--- src/rtl/mem_fr_pkg.sv ---
// Shared types and constants for the memory front-door initiator.
// The pattern helper is width-generic: callers truncate to their data width.
package mem_fr_pkg;
  localparam int FR_WIDTH  = 16;
  localparam int FR_DEPTH  = 64;
  localparam int FR_ADDR_W = 6;

  typedef enum logic [2:0] {
    ST_IDLE,
    ST_WR_REQ,
    ST_WR_REL,
    ST_RD_REQ,
    ST_RD_REL,
    ST_DONE
  } fr_state_e;

  function automatic logic [63:0] fr_pattern(input logic [63:0] seed,
                                             input logic [31:0] addr);
    return seed ^ {32'd0, addr};
  endfunction
endpackage

--- src/rtl/mem_fr_req_ctrl.sv ---
// Handshake sequencer for the front-door initiator: REQ/REL phases per word.
// MEM_FR_INITIATOR_TIMEOUT_EN adds a per-state watchdog that forces DONE.
module mem_fr_req_ctrl
  import mem_fr_pkg::*;
#(
  parameter int TIMEOUT = 16
) (
  input  logic      i_clk,
  input  logic      i_rst_n,
  input  logic      i_start,
  input  logic      i_ready,
  input  logic      i_last,
  output fr_state_e o_state,
  output logic      o_valid,
  output logic      o_wr,
  output logic      o_adv,
  output logic      o_sample,
  output logic      o_fin,
  output logic      o_timeout
);
  fr_state_e r_state, w_nxt;
  logic      w_hs_state;
  logic      w_to;

  assign w_hs_state = (r_state == ST_WR_REQ) || (r_state == ST_WR_REL) ||
                      (r_state == ST_RD_REQ) || (r_state == ST_RD_REL);

`ifdef MEM_FR_INITIATOR_TIMEOUT_EN
  localparam int CW = $clog2(TIMEOUT + 1);
  logic [CW-1:0] r_cnt;

  assign w_to = w_hs_state && (r_cnt == CW'(TIMEOUT));

  // Counts cycles spent in the current handshake state; restarts on any move.
  always_ff @(posedge i_clk) begin
    if (!i_rst_n || !w_hs_state || (w_nxt != r_state)) r_cnt <= '0;
    else                                               r_cnt <= r_cnt + 1'b1;
  end
`else
  assign w_to = 1'b0;
`endif

  always_ff @(posedge i_clk) begin
    if (!i_rst_n) r_state <= ST_IDLE;
    else          r_state <= w_nxt;
  end

  always_comb begin
    w_nxt    = r_state;
    o_valid  = 1'b0;
    o_wr     = 1'b0;
    o_adv    = 1'b0;
    o_sample = 1'b0;
    case (r_state)
      ST_IDLE:   if (i_start) w_nxt = ST_WR_REQ;
      ST_WR_REQ: begin
        o_valid = 1'b1;
        o_wr    = 1'b1;
        if (i_ready) w_nxt = ST_WR_REL;
      end
      ST_WR_REL: if (!i_ready) begin
        o_adv = 1'b1;
        w_nxt = i_last ? ST_RD_REQ : ST_WR_REQ;
      end
      ST_RD_REQ: begin
        o_valid = 1'b1;
        if (i_ready) begin
          o_sample = 1'b1;
          w_nxt    = ST_RD_REL;
        end
      end
      ST_RD_REL: if (!i_ready) begin
        o_adv = !i_last;
        w_nxt = i_last ? ST_DONE : ST_RD_REQ;
      end
      ST_DONE:   w_nxt = ST_IDLE;
      default:   w_nxt = ST_IDLE;
    endcase
    // Watchdog wins over the handshake: abandon the word and finish.
    if (w_to) begin
      w_nxt    = ST_DONE;
      o_valid  = 1'b0;
      o_adv    = 1'b0;
      o_sample = 1'b0;
    end
  end

  assign o_state   = r_state;
  assign o_fin     = (w_nxt == ST_DONE) && (r_state != ST_DONE);
  assign o_timeout = w_to;
endmodule

--- src/rtl/mem_fr_initiator.sv ---
// Front-door memory self-check: write seed^addr everywhere, read back, compare.
// Optional handshake watchdog enabled by defining MEM_FR_INITIATOR_TIMEOUT_EN.
module mem_fr_initiator
  import mem_fr_pkg::*;
#(
  parameter int WIDTH      = FR_WIDTH,
  parameter int DEPTH      = FR_DEPTH,
  parameter int ADDR_WIDTH = FR_ADDR_W,
  parameter int TIMEOUT    = 16
) (
  input  logic                  clk_i,
  input  logic                  rst_i,
  input  logic                  start_i,
  input  logic [WIDTH-1:0]      seed_i,
  output logic                  busy_o,
  output logic                  done_o,
  output logic                  pass_o,
  output logic [ADDR_WIDTH:0]   err_cnt_o,
  output logic [ADDR_WIDTH-1:0] first_err_addr_o,
  output logic                  timeout_o,
  output logic [ADDR_WIDTH-1:0] addr_o,
  output logic [WIDTH-1:0]      wdata_o,
  output logic                  w_r_data_o,
  output logic                  valid_o,
  input  logic [WIDTH-1:0]      rdata_i,
  input  logic                  ready_i
);
  fr_state_e             w_state;
  logic                  w_valid, w_wr, w_adv, w_sample, w_fin, w_to;
  logic                  w_last, w_accept;
  logic [WIDTH-1:0]      w_exp;
  logic [WIDTH-1:0]      r_seed;
  logic [ADDR_WIDTH-1:0] r_addr;
  logic [ADDR_WIDTH:0]   r_err_cnt;
  logic [ADDR_WIDTH-1:0] r_first_err;
  logic                  r_pass;

  mem_fr_req_ctrl #(.TIMEOUT(TIMEOUT)) u_req_ctrl (
    .i_clk     (clk_i),
    .i_rst_n   (rst_i),
    .i_start   (start_i),
    .i_ready   (ready_i),
    .i_last    (w_last),
    .o_state   (w_state),
    .o_valid   (w_valid),
    .o_wr      (w_wr),
    .o_adv     (w_adv),
    .o_sample  (w_sample),
    .o_fin     (w_fin),
    .o_timeout (w_to)
  );

  assign w_last   = (r_addr == ADDR_WIDTH'(DEPTH - 1));
  assign w_accept = (w_state == ST_IDLE) && start_i;
  assign w_exp    = WIDTH'(fr_pattern(64'(r_seed), 32'(r_addr)));

  // Address wraps to 0 after the last write since DEPTH == 2**ADDR_WIDTH.
  always_ff @(posedge clk_i) begin
    if (!rst_i) begin
      r_seed      <= '0;
      r_addr      <= '0;
      r_err_cnt   <= '0;
      r_first_err <= '0;
      r_pass      <= 1'b0;
    end else begin
      if (w_accept) begin
        r_seed      <= seed_i;
        r_addr      <= '0;
        r_err_cnt   <= '0;
        r_first_err <= '0;
        r_pass      <= 1'b0;
      end
      if (w_adv) r_addr <= r_addr + 1'b1;
      if (w_sample && (rdata_i != w_exp)) begin
        r_err_cnt <= r_err_cnt + 1'b1;
        if (r_err_cnt == '0) r_first_err <= r_addr;
      end
      if (w_fin) r_pass <= (r_err_cnt == '0) && !w_to;
    end
  end

`ifdef MEM_FR_INITIATOR_TIMEOUT_EN
  logic r_timeout;
  always_ff @(posedge clk_i) begin
    if (!rst_i)        r_timeout <= 1'b0;
    else if (w_accept) r_timeout <= 1'b0;
    else if (w_to)     r_timeout <= 1'b1;
  end
  assign timeout_o = r_timeout;
`else
  assign timeout_o = 1'b0;
`endif

  assign busy_o           = (w_state == ST_WR_REQ) || (w_state == ST_WR_REL) ||
                            (w_state == ST_RD_REQ) || (w_state == ST_RD_REL);
  assign done_o           = (w_state == ST_DONE);
  assign pass_o           = r_pass;
  assign err_cnt_o        = r_err_cnt;
  assign first_err_addr_o = r_first_err;
  assign addr_o           = r_addr;
  assign wdata_o          = w_exp;
  assign w_r_data_o       = w_wr;
  assign valid_o          = w_valid;
endmodule

--- config.mk ---
export PLATFORM = sky130hd
export DESIGN_NAME = mem_fr_initiator
export DESIGN_NICKNAME = d
export VERILOG_FILES = /design/src/rtl/mem_fr_pkg.sv /design/src/rtl/mem_fr_req_ctrl.sv /design/src/rtl/mem_fr_initiator.sv
export SDC_FILE = /design/constraint.sdc
export NUM_CORES = 1
export LEC_CHECK = 0
export BUFFER_PORTS_ARGS = -buffer_cell sky130_fd_sc_hd__buf_2
export CORE_ASPECT_RATIO = 2
export CORE_UTILIZATION = 25
export CTS_CLUSTER_SIZE = 28
export DETAILED_ROUTE_END_ITERATION = 16
export SETUP_SLACK_MARGIN = 0.3
export SYNTH_ARGS = -nofsm -noshare
export SYNTH_HDL_FRONTEND = slang
export SYNTH_SLANG_ARGS = --single-unit
--- constraint.sdc ---
create_clock -name clk_i -period 2.8 [get_ports clk_i]
set_input_delay 0 -clock clk_i [delete_from_list [all_inputs] [get_ports clk_i]]
set_output_delay 0 -clock clk_i [all_outputs]
set_load 0.02 [all_outputs]
# ---- After elaboration in Yosys (flattened, before gate mapping)
# Cells that the tools add are included.
# Widths: inputs -> output; s select.
dict set report totals {
  latchBits 0
  word_cells 55
  mem_count 0
  inputBits 36
  register_bits 39
  mem_bits_ro 0
  output_inout_bits 41
  ram_bits 0
}
dict set report op_classes {
  shifts 0
  muxes 24
  eq_ne 9
  addsub 2
  n_bitwise 1
  n_reduce_logical 13
  n_mul 0
  div 0
  order_cmp 0
}
# op count
set op_table {}
lappend op_table {{$mux 6} 5}
lappend op_table {{$mux 3} 6}
lappend op_table {{$ne 16x16->1} 1}
lappend op_table {{$xor 16x6->16} 1}
lappend op_table {{$pmux 3 s5} 1}
lappend op_table {{$mux 7} 2}
lappend op_table {{$eq 3x3->1 const B} 3}
lappend op_table {{$mux 1} 8}
lappend op_table {{$add 7x1->7 const B} 1}
lappend op_table {{$logic_not 7->1} 1}
lappend op_table {{$add 6x1->6 const B} 1}
lappend op_table {{$eq 3x2->1 const B} 2}
lappend op_table {{$eq 6x6->1 const B} 1}
lappend op_table {{$reduce_bool 2->1} 3}
lappend op_table {{$eq 3x1->1 const B} 1}
lappend op_table {{$logic_and 1x1->1} 3}
lappend op_table {{$logic_not 3->1} 1}
lappend op_table {{$logic_or 1x1->1} 3}
lappend op_table {{$ne 3x3->1 const B} 1}
lappend op_table {{$mux 2} 1}
lappend op_table {{$pmux 1 s2} 1}
lappend op_table {{$reduce_or 2->1} 1}
lappend op_table {{$logic_not 1->1} 1}

# ---- Depth between registers and ports, before layout
dict set report logic_depth {
  ltp_word 7
  depth_mapped 8
  mapped_depth_nobuf 7
}

# ---- Modules after synthesis
# A second synthesis with hierarchy kept.
dict set report unflattened {
  cells_unflattened 259
  hier_area_um2 2258.4
}
# module cells_each seq_area_each_um2 instances area_per_inst_um2
set by_module_without_submodules {}
lappend by_module_without_submodules {mem_fr_initiator 230 720.7 1 2005.7}
lappend by_module_without_submodules {mem_fr_req_ctrl 29 60.1 1 252.7}

# ---- Least setup slack after synthesis
# No wires, ideal clock.
dict set report synth_path {
  path_kind {register -> register}
  start {register r_addr[0] (netlist: addr_o[0])}
  end {register r_err_cnt[5] (netlist: err_cnt_o[5])}
  slack_ps 461
  path_stages_with_launch 7
  n_path_buf 0
  arrival_time_ps 2219
  setup_time_ps 120
  period_less_slack_ps 2339
  required_time_ps 2680
  cell_sequence {dfxtp_1 xor2_1 xor2_1 or4_4 o21ai_4 nor3_1 a211o_1}
}
dict set report synth_via {
  elab_chain_len 4
  word_cells_on_any_way 5
  cone_classes {1 x eq/ne; 1 x mux; 1 x bitwise; 2 x reduce/logical}
}
# item line
set synth_lines {}
lappend synth_lines {{start, declared} mem_fr_initiator.sv:33} ;# logic [ADDR_WIDTH-1:0] r_addr;
lappend synth_lines {{start signal, assigned} mem_fr_initiator.sv:73} ;# if (w_adv) r_addr <= r_addr + 1'b1;
lappend synth_lines {{$xor 16x6->16 *} mem_fr_pkg.sv:19} ;# return seed ^ {32'd0, addr};
lappend synth_lines {{via wdata_o[0]} mem_fr_initiator.sv:22} ;# output logic [WIDTH-1:0] wdata_o,
lappend synth_lines {{$ne 16x16->1 *} mem_fr_initiator.sv:74} ;# if (w_sample && (rdata_i != w_exp)) begin
lappend synth_lines {{$logic_and 1x1->1 *} mem_fr_initiator.sv:74}
lappend synth_lines {{$mux 7 / $reduce_bool 2->1 (equally long branches)} --}
lappend synth_lines {{end signal, assigned} mem_fr_initiator.sv:75} ;# r_err_cnt <= r_err_cnt + 1'b1;
lappend synth_lines {{end, declared} mem_fr_initiator.sv:34} ;# logic [ADDR_WIDTH:0] r_err_cnt;
# Mark *: on every way through the listed nets, which the timed path passes. The rest lies on a longest branch.
# A chain may end at the register's enable or synchronous reset.

# ---- Worst setup path in the final report
dict set report layout_path {
  start {register r_addr[1] (netlist: addr_o[1])}
  end {register r_addr[3] (netlist: addr_o[3])}
}
dict set report layout_via {
  elab_chain_len 5
  word_cells_on_any_way 7
  cone_classes {1 x add/sub; 1 x eq/ne; 3 x mux; 2 x reduce/logical}
}
# item line
set layout_lines {}
lappend layout_lines {{$eq 6x6->1} mem_fr_initiator.sv:53} ;# assign w_last = (r_addr == ADDR_WIDTH'(DEPTH - 1));
lappend layout_lines {{$logic_not 1->1} mem_fr_req_ctrl.sv:73} ;# o_adv = !i_last;
lappend layout_lines {{$mux 1} mem_fr_req_ctrl.sv:72} ;# ST_RD_REL: if (!i_ready) begin
lappend layout_lines {{$pmux 1 s2} mem_fr_req_ctrl.sv:54} ;# case (r_state)
lappend layout_lines {{$mux 6 / $reduce_bool 2->1 (equally long branches)} --}
# Several ways; a longest one is shown, not always the timed one.

==> metrics.txt <==
status=completed; worst slew pin tran=0.580 ns; Rows=47; met3 usage=0.0242; ys flop type=dfxtp_1; first-pass GRT wire length=9500 um; buffers and inverters on the worst path=0; Crit. Startpoint=addr_o[1]; Longest Clk Path Bufs=2; Via density=4.63; Worst path depth=7; final setup violation count=0; Nets=376; Synth warnings=0; fin. max-slew vios=0; grt ovf=0; top cells by area, synth=dfxtp_1 37%, nand2_1 9.2%, a21oi_1 6.2%; largest net degree at the start of global routing=27; top-area cell type share of the netlist area=0.369; Total Wirelength=5840 um; vias in the first global route=2001; die width=67.0 um; RSZ-0062 raised after global routing=no; average size of a mapped cell=8.23 sq um; Worst setup EP type=flip-flop; maximum achievable frequency=0.445 GHz; root buf cell=clkbuf_16; Post-CTS Setup Repair Bufs=0; normalized max-slew margin=0.613; Final Cycle Share=0.803; Synth cell types=47; CTS clk-pin slew, worst paths=0.06 ns; Skew-Pair Late Insertion Delay=0.28 ns; ANT cells=0; vias=2019; Yosys reg bits=39; fillers=913; Initial Utilization=0.257; worst r2r dst=addr_o[3]; worst setup path end=addr_o[3]; clk sinks=39; met2 Track Usage GR=0.263; async set or reset register ratio after synthesis=0; Chip Height=132 um; hold depth=3; CTS tree=built; # resized after CTS=0; core area=8230 sq um; Critical R2R Launch=addr_o[1]; Slowest cell on crit path=a211o_1; Register-to-Register Setup Slack=0.55 ns; Gate Count Post-Synth=257; DRC viols=0; area grow syn2layout=34.5%; final setup TNS=0 ns; CP Class=flip-flop to flip-flop; Top Ports=77; Leak=1.28 nW; initial antenna violation count=0; MaxCap Viol Count=0; EDFF count, synth=0; I/O Buffers=75; most used routing layer=met2; reg2reg path depth=7; CP Cell Sequence=ha_1 > and3_1 > a311o_1 > a211o_1 > and2_1 > o21ai_1 > a21oi_1; cts bufs inserted=5; Cell Pwr Density=521 nW/um^2; Hold Fails Final Rpt=0; area leader, netlist=dfxtp_1; crit path DAT=2.40 ns; Synth Net Count=296; CP peak stage delay=0.43 ns; crit-path max FO=12; commonest non-fill, non-tap cell in the layout=buf_2; H-tree depth=2; sequential element share of the synthesized area=0.369; Clock Skews=0.00707 ns; Hold WC Path Type=input pin to flip-flop; share of layout cells above drive strength 1=0.281; most frequent cells in the layout=75 x buf_2, 52 x nand2_1, 39 x dfxtp_1, 26 x a21oi_1, 16 x dlygate4sd3_1; HPWL Detailed=4410 um; minimum clock period=2.25 ns; DR iter-0 viols=53; full die area=8850 sq um; final core utilization=0.345; maximum vdd drop=391 uV; DRT Pass-1 Iters=4; critical path launch point type=flip-flop; Routed Antenna Nets=0; GR Util met1=0.143; Worst EP required=2.95 ns; GPL Wtd Cong=0.753; WL/cell=13.4 um; Synth Cell Area=2110 sq um; GRT Util Overall=0.143; crit-path leading delay family=compound AO/OA/AOI/OAI gates
cell usage after synthesis, types with 2 or more instances:
| cell | n |
|---|---|
| or3b_1 | 3 |
| or2_1 | 2 |
| clkbuf_1 | 8 |
| ha_1 | 3 |
| a21oi_1 | 26 |
| o21ai_1 | 5 |
| mux2i_1 | 6 |
| and3_1 | 4 |
| nor4_1 | 3 |
| xnor2_1 | 10 |
| and2_1 | 2 |
| nand2b_1 | 2 |
| nand4_1 | 3 |
| inv_1 | 5 |
| nor2b_1 | 3 |
| xor2_1 | 11 |
| a211o_1 | 4 |
| buf_4 | 11 |
| nor3_1 | 3 |
| nand3_1 | 12 |
| nor2_1 | 14 |
| nand2_1 | 52 |
| dfxtp_1 | 39 |
| xnor3_1 | 2 |
| or3_1 | 2 |
power breakdown:
group / leakage, nW / internal (mW) / total, mW / switching (mW)
logic: 0.872 / 0.0926 / 0.217 / 0.124
registers: 0.317 / 0.574 / 0.593 / 0.0187
clock network: 0.0868 / 0.443 / 0.671 / 0.228
cell families after synthesis:
group / share of synthesized area
simple gates: 0.262
compound gates: 0.134
flops: 0.369
mux: 0.0337
fa+ha+maj: 0.0178
other cells: 0.00177
buf+inv: 0.0734
xor+xnor: 0.108
per-layer routing:
| layer | routed length [um] | vias up | share of wire |
|---|---|---|---|
| met3 | 215 | 11 | 0.037 |
| met5 | 0 | - | 0 |
| met4 | 173 | 0 | 0.030 |
| met1 | 2120 | 935 | 0.36 |
| li1 | - | 1021 | - |
| met2 | 3330 | 52 | 0.57 |
worst reg2reg max path: stages (launching register included):
cell and delay (ns):
dfxtp_1 0.38, ha_1 0.23, and3_1 0.22, a311o_1 0.36, a211o_1 0.43, and2_1 0.27
o21ai_1 0.15, a21oi_1 0.08
state kept, by name, indices dropped and copies added, names as in the netlist:
register,count
pass_o,1
err_cnt_o,7
addr_o,6
r_seed,16
first_err_addr_o,6
u_req_ctrl.o_state,3
layout make-up:
type | count | area, sq um | share of cell area
multi-input cells | 190 | 1180 | 0.414
well taps | 98 | 123 | 0.0431
flip-flops and latches | 39 | 781 | 0.275
clock buffers | 6 | 139 | 0.0488
clock inverters | 2 | 35.0 | 0.0123
repair buffers | 95 | 566 | 0.199
inverters | 6 | 22.5 | 0.00792
stage by stage:
stage	hold WS (ns)	total power, mW	setup WS, ns	instance area [sq um]	std cells
4_1_cts	0.101	1.50	0.539	2840	436
6_report	0.108	1.48	0.552	2840	436
5_1_grt	0.139	1.55	0.443	2840	436
3_5_place_dp	0.249	0.808	0.550	2510	412
2_1_floorplan	0.136	0.745	0.461	2110	257
3_3_place_gp	0.241	0.805	0.599	2510	412
worst min-delay path by stage:
stage	from	endpoint	slack (ns)
after floorplan	seed_i[0]	r_seed[0]	0.14
after global placement	seed_i[9]	r_seed[9]	0.24
after global routing	rst_i	err_cnt_o[1]	0.14
after detailed placement	seed_i[0]	r_seed[0]	0.25
final	rst_i	err_cnt_o[1]	0.11
after CTS	ready_i	u_req_ctrl.o_state[0]	0.10
repair_timing:
| item | 4_1_cts | 5_1_grt |
|---|---|---|
| endpoints found under the hold margin | 16 | 0 |
| hold buffers | 16 | 0 |
| endpoints found under the setup margin | 0 | 0 |
Power figures use the tool's default switching activity.
